<file path="src/rtl/mult_seq_ctrl.sv">
// Shift-add multiplier sequencer: drives A/Q register control codes.
// Define MULT_SEQ_CTRL_SKIP_ZERO_EN to fold zero-bit add cycles into a shift.
module mult_seq_ctrl #(
  parameter int WIDTH = 4,
  parameter int CNT_W = 3
) (
  input  logic             clock,
  input  logic             reset,
  input  logic             start,
  input  logic             q0,
  output logic [1:0]       a_ctrl,
  output logic [1:0]       q_ctrl,
  output logic             busy,
  output logic             done,
  output logic [CNT_W-1:0] iter_count
);

  typedef enum logic [2:0] {
    IDLE,
    INIT,
    ADD,
    SHIFT,
    DONE
  } state_t;

  localparam logic [1:0] C_LOAD  = 2'b00;
  localparam logic [1:0] C_RST   = 2'b01;
  localparam logic [1:0] C_SHIFT = 2'b10;
  localparam logic [1:0] C_HOLD  = 2'b11;

  localparam logic [CNT_W-1:0] LAST = CNT_W'(WIDTH - 1);
  localparam logic [CNT_W-1:0] ONE  = CNT_W'(1);

  state_t           state;
  state_t           state_nx;
  logic [CNT_W-1:0] iter_nx;
  logic             last;

  assign last = (iter_count == LAST);

  always_ff @(posedge clock) begin
    if (reset) begin
      state      <= IDLE;
      iter_count <= '0;
    end else begin
      state      <= state_nx;
      iter_count <= iter_nx;
    end
  end

  always_comb begin
    state_nx = state;
    iter_nx  = iter_count;
    unique case (state)
      IDLE: begin
        if (start) state_nx = INIT;
      end
      INIT: begin
        iter_nx  = '0;
        state_nx = ADD;
      end
      ADD: begin
`ifdef MULT_SEQ_CTRL_SKIP_ZERO_EN
        // zero bit: shift now and stay in ADD for the next bit
        if (!q0) begin
          iter_nx  = iter_count + ONE;
          state_nx = last ? DONE : ADD;
        end else begin
          state_nx = SHIFT;
        end
`else
        state_nx = SHIFT;
`endif
      end
      SHIFT: begin
        iter_nx  = iter_count + ONE;
        state_nx = last ? DONE : ADD;
      end
      DONE: begin
        state_nx = IDLE;
      end
      default: begin
        state_nx = IDLE;
      end
    endcase
  end

  // reset clears A on the same edge it returns the FSM to IDLE
  always_comb begin
    a_ctrl = C_HOLD;
    q_ctrl = C_HOLD;
    busy   = 1'b0;
    done   = 1'b0;
    if (reset) begin
      a_ctrl = C_RST;
    end else begin
      unique case (state)
        IDLE: begin
          a_ctrl = C_HOLD;
        end
        INIT: begin
          a_ctrl = C_RST;
          q_ctrl = C_LOAD;
          busy   = 1'b1;
        end
        ADD: begin
          busy = 1'b1;
          if (q0) begin
            a_ctrl = C_LOAD;
          end else begin
`ifdef MULT_SEQ_CTRL_SKIP_ZERO_EN
            a_ctrl = C_SHIFT;
            q_ctrl = C_SHIFT;
`else
            a_ctrl = C_HOLD;
`endif
          end
        end
        SHIFT: begin
          a_ctrl = C_SHIFT;
          q_ctrl = C_SHIFT;
          busy   = 1'b1;
        end
        DONE: begin
          done = 1'b1;
        end
        default: begin
          a_ctrl = C_HOLD;
        end
      endcase
    end
  end

endmodule

</file>
<file path="config.mk">
export PLATFORM = sky130hd
export DESIGN_NAME = mult_seq_ctrl
export DESIGN_NICKNAME = d
export VERILOG_FILES = /design/src/rtl/mult_seq_ctrl.sv
export SDC_FILE = /design/constraint.sdc
export NUM_CORES = 1
export LEC_CHECK = 0
export CORE_AREA = 2 2 39 41
export CTS_BUF_LIST = sky130_fd_sc_hd__clkbuf_2 sky130_fd_sc_hd__clkbuf_4 sky130_fd_sc_hd__clkbuf_8
export DETAILED_ROUTE_END_ITERATION = 16
export DIE_AREA = 0 0 41 43
export GPL_TIMING_DRIVEN = 0
export PLACE_DENSITY = 0.54
export REMOVE_ABC_BUFFERS = 1
export SLEW_MARGIN = 20
export SYNTH_ARGS = -nofsm -noshare
export SYNTH_HDL_FRONTEND = slang
export SYNTH_SLANG_ARGS = --single-unit
</file>
<file path="constraint.sdc">
create_clock -name clock -period 1.4 [get_ports clock]
set_input_delay 0.14 -clock clock [delete_from_list [all_inputs] [get_ports clock]]
set_output_delay 0.14 -clock clock [all_outputs]
set_load 0.005 [all_outputs]
</file>
Word level (Yosys, flattened, before mapping)
Index checks and enable logic that the tools add are counted. W data, S select, Z words.

Word-level logic and storage cells: 25. Input bits: 4. Bits in registers: 6. Output and inout port bits: 9.

Equal/unequal tests: 6. Multiplexer cells: 13. Add/sub/neg operators: 1. Reduce and logical (&&, ||, !) cells: 3.

Operators with widths (number): $pmux W3 S4 (1); $eq A3 B2 Y1 const B (3); $mux W2 (3); $mux W3 (2); $pmux W2 S3 (1); $pmux W3 S2 (1); $mux W1 (4); $pmux W2 S2 (1); $add A3 B1 Y3 const B (1); $eq A3 B1 Y1 const B (1); $eq A3 B3 Y1 const B (1); $logic_not A3 Y1 (1); $reduce_or A3 Y1 (1); $ne A2 B2 Y1 const B (1); $reduce_bool A2 Y1 (1).

Longest topological paths before layout
Gate-level depths: netlist (run 1).

Depth after elaboration: 4. Depth in mapped cells: 4. Mapped depth without buffers: 4.

Least setup slack after synthesis (run 1)
Ideal clock, no wire load.

Path kind: register to register. Start: register iter_count[0]. End: register iter_count[2]. Cell stages (with the launch flop): 5. Library setup time: 70 ps. Path slack: 308 ps. Required time: 1330 ps. Path buffers: 0. Arrival time: 1023 ps. Period minus slack after synthesis: 1092 ps. Path through: dfxtp_1 -> ha_1 -> ha_1 -> nand3b_1 -> a21oi_1.

Word-level cells in the longest chain between the ends: 2.

RTL lines: start: declaration (line 15) `output logic [CNT_W-1:0] iter_count`; start signal: assignment (line 47) `iter_count <= iter_nx;`; $add A3 B1 Y3 (line 76) `iter_nx = iter_count + ONE;`; $pmux W3 S2 (line 54) `unique case (state)`.

Every way passes these cells. A chain may end at the register's enable or synchronous reset.

Worst setup path in the final report (run 1)
Start: register state[2]. End: output port q_ctrl[1].

Word-level cells in the longest chain between the ends: 3. Elaborated cells between the ends (all ways): 4. Those cells by class: 2 x eq/ne; 2 x mux.

RTL lines: start: declaration (line 34) `state_t state;`; start signal: assignment (line 46) `state <= state_nx;`; $eq A3 B2 Y1 or $eq A3 B1 Y1 (tied branches) (line 97) `unique case (state)`; $pmux W2 S2 (*) (line 97); $mux W2 (*) (line 94) `if (reset) begin`; end: declaration (line 12) `output logic [1:0] q_ctrl,`.

Every way passes the cells marked *; elsewhere a longest branch is shown, timed or not.

==> flow_summary_export.csv, run 1 <==
group,metric,value,unit
outcome,status,"finished clean",
global_route,grt_antenna_before_repair,0,
logic_synthesis,synth_edf_count,0,
cells_and_area,fin_area,492,µm²
clock_network,path_clk_slew,0.05,ns
global_route,track_usage,0.116,
logic_synthesis,synth_area_leaders,"dfxtp_1 40%, ha_1 8.2%, nor2_1 6.2%",
logic_synthesis,yosys_warnings,0,
clock_network,cts_buffer_depth,2,
routing,drtIter0Drc,5,
worst_setup_path,crit_type,"flip-flop to output pin",
routing,vias,310,
routing,drc,0,
logic_synthesis,synth_cell_type_count,19,
timing,fin_crit_sh,0.938,
routing,wl_met3,54,µm
global_route,grt_start_max_net_pins,13,
timing,clock.fmax,762,MHz
worst_setup_path,startpoint_type,"flip-flop",
clock_network,cts_max_level,1,
worst_setup_path,arrival,1.17,ns
timing,layout_setup_ws,0.0871,ns
timing,fin_skew,0.00786,ns
logic_synthesis,synth.largest_area_cell,"dfxtp_1",
cells_and_area,num_antenna_cells,0,
pwr,p_leak,0.196,nW
logic_synthesis,ys_seq_area_frac,0.395,
placement,port_buffers,12,
floorplanning,rows,14,
global_route,overflow,0,
global_route,grt_pass1_wl,1.28,mm
clock_network,cts_sinks,6,
worst_hold_path,min_from,"reset",
cells_and_area,area_delta_synth_final,61.7,%
routing,highest_layer,"met4",
worst_setup_path,crit_start,"state[2]",
floorplanning,die_y,43,µm
logic_synthesis,synth-seq-cells,6,
logic_synthesis,yosysMostFrequentCell,"dfxtp_1",
timing,fin_crit,1.31,ns
clock_network,cts_buffers,3,
worst_hold_path,min_path_type,"input pin to flip-flop",
timing,finalHoldViolCount,0,
clock_network,clockRootBuffer,"clkbuf_4",
cells_and_area,drive_above_1_share,0.269,
timing,finalSetupViolations,0,
routing,wl_met1,327,µm
placement,place.gp.congestion,0.728,
timing,worstMarginPinSlew,0.346,ns
clock_network,holdBufCountCts,0,
logic_synthesis,synthCells,36,
worst_setup_path,end_kind,"output pin",
routing,ant_nets,0,
timing,maxSlewViolCount,0,
placement,placed_area,437,µm²
worst_setup_path,timing.rr.start,"iter_count[0]",
logic_synthesis,netlist.area_leader.share,0.395,
pwr,power,0.412,mW
logic_synthesis,ys.flop_type,"dfxtp_1",
routing,viasPerCell,4.56,
flow_run,drv_cap,0,
timing,holdWs,0.415,ns
floorplanning,die_w,41,µm
pwr,power_density,839,nW/µm²
floorplanning,initial_core_util,0.220,
routing,drt_first_pass_iters,3,
logic_synthesis,syn_area_per_cell,8.45,µm²
routing,drt-total-wl,742,µm
placement,hpwl,518,µm
cells_and_area,multi_input_area,191,µm²
logic_synthesis,synthArstFlopShare,0,
logic_synthesis,netlist_top_cells_count,"6 x dfxtp_1, 5 x nor2_1, 4 x nand2_1, 3 x a21oi_1",
placement,dp_slack,-0.323,ns
worst_setup_path,path_max_fanout,5,
floorplanning,core_area,1380,µm²
worst_setup_path,crit_required,1.26,ns
routing,routed-wl-met2,344,µm
floorplanning,io_pins,13,
timing,rsz0062_at_grt,"no",
pwr,ir_worst_vdd,558,µV
global_route,grt_pass1_vias,289,
logic_synthesis,synthesis.area,304,µm²
clock_network,cts_tree,"built",
timing,fin_tns_setup,0,ns
routing,wl_per_cell,10.9,µm
floorplanning,die_area,1760,µm²
cells_and_area,finish.net_count,60,
cells_and_area,regArea,131,µm²
cells_and_area,fill_cells,149,
timing,slew_headroom,0.769,
clock_network,clock_latency,0.25,ns
## kinds of logic after synthesis
kind of cell | synth area share
simple gates | 0.342
compound gates | 0.144
flops | 0.395
buf+inv | 0.0370
fa+ha+maj | 0.0823
## sequential cells by signal (all words and copies together) (netlist names)
name	count
iter_count	3
state	3
## layout by cell type, fill, tap and decap left out
master and n:
clkdlybuf4s50_1 5, nor2_1 4, nand2_1 4, dlygate4sd2_1 4, a21oi_1 3, clkbuf_4 3
dfxtp_1 3, dfxtp_4 3, nand3_1 2, nand3b_1 2, ha_1 2, buf_4 2
and2b_2 1, nand2b_1 1, nor2_4 1, o211ai_1 1, inv_1 1, nand2b_4 1
a311oi_1 1, nor4b_2 1, o21a_1 1, or3_1 1, and2_1 1, o21ai_0 1
clkbuf_2 1, buf_2 1, dlymetal6s2s_1 1
## power by group
group	switching, mW	internal (mW)
registers	0.0149	0.175
clock network	0.0706	0.0976
logic	0.0228	0.0317
total	0.108	0.304
## routing by layer
layer / track usage / vias up
li1: - / 161
met1: 0.154 / 137
met2: 0.138 / 10
met3: 0.0785 / 2
met4: 0.0600 / 0
met5: 0 / -
## worst max-delay path, stage by stage (launching register included)
cell and delay (ns):
dfxtp_4 0.35, nand2b_4 0.16, or3_1 0.30, clkbuf_2 0.12
## repair_timing
action / CTS / global route
pin swaps: 0 / 1
hold endpoints to repair: 0 / 0
buffers inserted: 2 / 0
cloned: 0 / 0
setup endpoints to repair: 6 / 3
gates resized for setup: 17 / 5
## area by class of cell
class | count | share of cell area
timing repair buffer | 14 | 0.249
sequential | 6 | 0.267
inverter | 1 | 0.00763
multi-input combinational | 28 | 0.389
clock buffer | 3 | 0.0458
tap | 16 | 0.0407
## path summary, 6_finish.rpt
check | slack [ns] | depth (start not counted) | endpoint
max | 0.09 | 3 | q_ctrl[1]
min | 0.42 | 2 | iter_count[2]
max reg2reg | 0.26 | 4 | iter_count[2]
min reg2reg | 0.47 | 2 | iter_count[2]
## metrics by stage
step                utilization  instances
floorplan                     -         35
global placement          0.316         63
detailed placement        0.316         63
CTS                       0.350         68
global route              0.355         68
finish                    0.355         68
(Power assumes the default switching activity.)
==> run 2: changes to the inputs <==
--- a/config.mk
+++ b/config.mk
@@ -5,10 +5,11 @@
 export SDC_FILE = /design/constraint.sdc
 export NUM_CORES = 1
 export LEC_CHECK = 0
-export CORE_AREA = 2 2 39 41
+export CAP_MARGIN = 20
+export CORE_AREA = 3 3 40 42
 export CTS_BUF_LIST = sky130_fd_sc_hd__clkbuf_2 sky130_fd_sc_hd__clkbuf_4 sky130_fd_sc_hd__clkbuf_8
 export DETAILED_ROUTE_END_ITERATION = 16
-export DIE_AREA = 0 0 41 43
+export DIE_AREA = 0 0 43 45
 export GPL_TIMING_DRIVEN = 0
 export PLACE_DENSITY = 0.54
 export REMOVE_ABC_BUFFERS = 1
==> run 2 against run 1 <==
Net effect:
- the run now ends with negative setup slack left
- count of clock-buffer cells in the layout unchanged
- fmax decreased by 6.8%
- non-clock buffer count rose by 4
- hold slack lost 0.022 ns
- clock power rose by 3%
- register-to-register slack is essentially flat
- worst setup slack worse by 0.096 ns
- critical path depth is 1 higher
- utilization up 4.7 points
- clock skew decreased by 0.0058 ns
==> flow_summary_export.csv, run 2 (synthesized netlist as in run 1, its figures left out) <==
group,metric,value,unit
timing,maxSlewViolCount,0,
cells_and_area,drive_above_1_share,0.304,
global_route,grt_pass1_vias,279,
worst_setup_path,arrival,1.27,ns
timing,rsz0062_at_grt,"yes",
clock_network,cts_buffers,3,
pwr,pwr-share-seq,0.445,
placement,port_buffers,12,
routing,ant_nets,0,
floorplanning,die_w,43,µm
floorplanning,initial_core_util,0.237,
global_route,grt_antenna_before_repair,0,
cells_and_area,final_cell_mix,"5 x clkdlybuf4s50_1, 5 x buf_4, 4 x nor2_1, 4 x nand2_1",
timing,clock.fmax,710,MHz
global_route,track_usage,0.0908,
clock_network,cts_buffer_depth,2,
timing,slew_headroom,0.783,
pwr,p_comb_frac,0.150,
placement,place.gp.congestion,0.695,
timing,worstMarginPinSlew,0.326,ns
placement,hpwl,519,µm
clock_network,clockRootBuffer,"clkbuf_4",
cells_and_area,reg_top3,"iter_count x3, state x3",
timing,layout_setup_ws,-0.00863,ns
outcome,violations,"negative setup slack",
placement,placed_area,435,µm²
pwr,clockPowerShare,0.406,
routing,viasPerCell,4.70,
clock_network,cts_sinks,6,
floorplanning,die_y,45,µm
timing,fin_tns_setup,-0.00863,ns
pwr,p_switching,0.114,mW
pwr,ir_worst_vdd,306,µV
pwr,sw_frac_of_total,0.268,
floorplanning,die_area,1940,µm²
floorplanning,core_area,1280,µm²
timing,fin_crit,1.41,ns
worst_hold_path,min_path_type,"input pin to flip-flop",
routing,drt-total-wl,793,µm
clock_network,cts_tree,"built",
timing,fin_crit_sh,1.01,
clock_network,holdBufCountCts,0,
routing,drc,0,
timing,finalSetupViolations,1,
pwr,p_leak,0.215,nW
cells_and_area,finish.net_count,64,
cells_and_area,fin_area,517,µm²
cells_and_area,num_antenna_cells,0,
worst_setup_path,startpoint_type,"flip-flop",
timing,finalHoldViolCount,0,
cells_and_area,area_delta_synth_final,70.0,%
floorplanning,rows,13,
routing,drt_first_pass_iters,4,
worst_setup_path,end_kind,"output pin",
routing,vias,334,
worst_setup_path,crit_type,"flip-flop to output pin",
flow_run,drv_cap,0,
cells_and_area,fin_cells,71,
pwr,p_int,0.313,mW
floorplanning,io_pins,13,
timing,fin_skew,0.00202,ns
clock_network,path_clk_slew,0.05,ns
outcome,status,"finished, violations left",
global_route,overflow,0,
clock_network,clock_latency,0.25,ns
worst_setup_path,crit_required,1.26,ns
pwr,power_density,827,nW/µm²
routing,drtIter0Drc,3,
worst_setup_path,path_max_fanout,4,
routing,wl_per_cell,11.2,µm
placement,dp.cells,62,
global_route,grt_start_max_net_pins,13,
clock_network,cts_max_level,1,
global_route,grt_pass1_wl,1.25,mm
run 2: cell type report:
type	instances	area (µm²)
Clock buffer	3	22.5
Fill cell	131	768
Inverter	1	3.75
Multi-Input combinational cell	28	185
Sequential cell	6	129
Tap cell	15	18.8
Timing Repair Buffer	18	158
run 2: repair_timing:
item	4_1_cts	5_1_grt
pin swaps	0	1
setup endpoints to repair	6	3
buffers inserted	4	2
gates resized for setup	16	7
endpoints found under the hold margin	0	0
run 2: final timing paths:
check,endpoint,from,depth (start not counted),slack (ns)
setup reg to reg,iter_count[2],iter_count[0],4,0.25
hold reg to reg,iter_count[2],iter_count[2],2,0.47
hold / removal,iter_count[0],reset,2,0.39
setup / recovery,q_ctrl[1],state[2],4,-0.009
run 2: per-stage QoR:
stage,hold slack [ns],power [mW],utilization,worst slack (ns)
finish,0.394,0.427,0.402,-0.00863
global route,0.462,0.447,0.402,-0.0429
CTS,0.351,0.430,0.383,-0.122
detailed placement,0.467,0.250,0.339,-0.297
global placement,0.457,0.250,0.339,-0.296
floorplan,0.209,0.213,-,0.303
run 2: routing by layer:
metal,vias up,part of all wire,wire length [µm],GRT usage
met3,5,0.050,40,0.0120
met2,11,0.42,335,0.114
met4,0,0.055,44,0.108
li1,167,-,-,-
met5,-,0,0,0
met1,151,0.47,373,0.121
run 2: power by group through the flow:
stage	registers (mW)	clock network, mW	logic (mW)
after floorplan	0.190	0	0.0226
after global placement	0.193	0	0.0568
after detailed placement	0.193	0	0.0565
after CTS	0.191	0.177	0.0619
after global routing	0.192	0.185	0.0713
final	0.190	0.173	0.0640
run 2: worst max-delay path: stages, from the launching register on:
cell and delay [ns]:
dfxtp_4 0.35, buf_6 0.11, nand2b_4 0.13, or3_1 0.29
buf_2 0.13
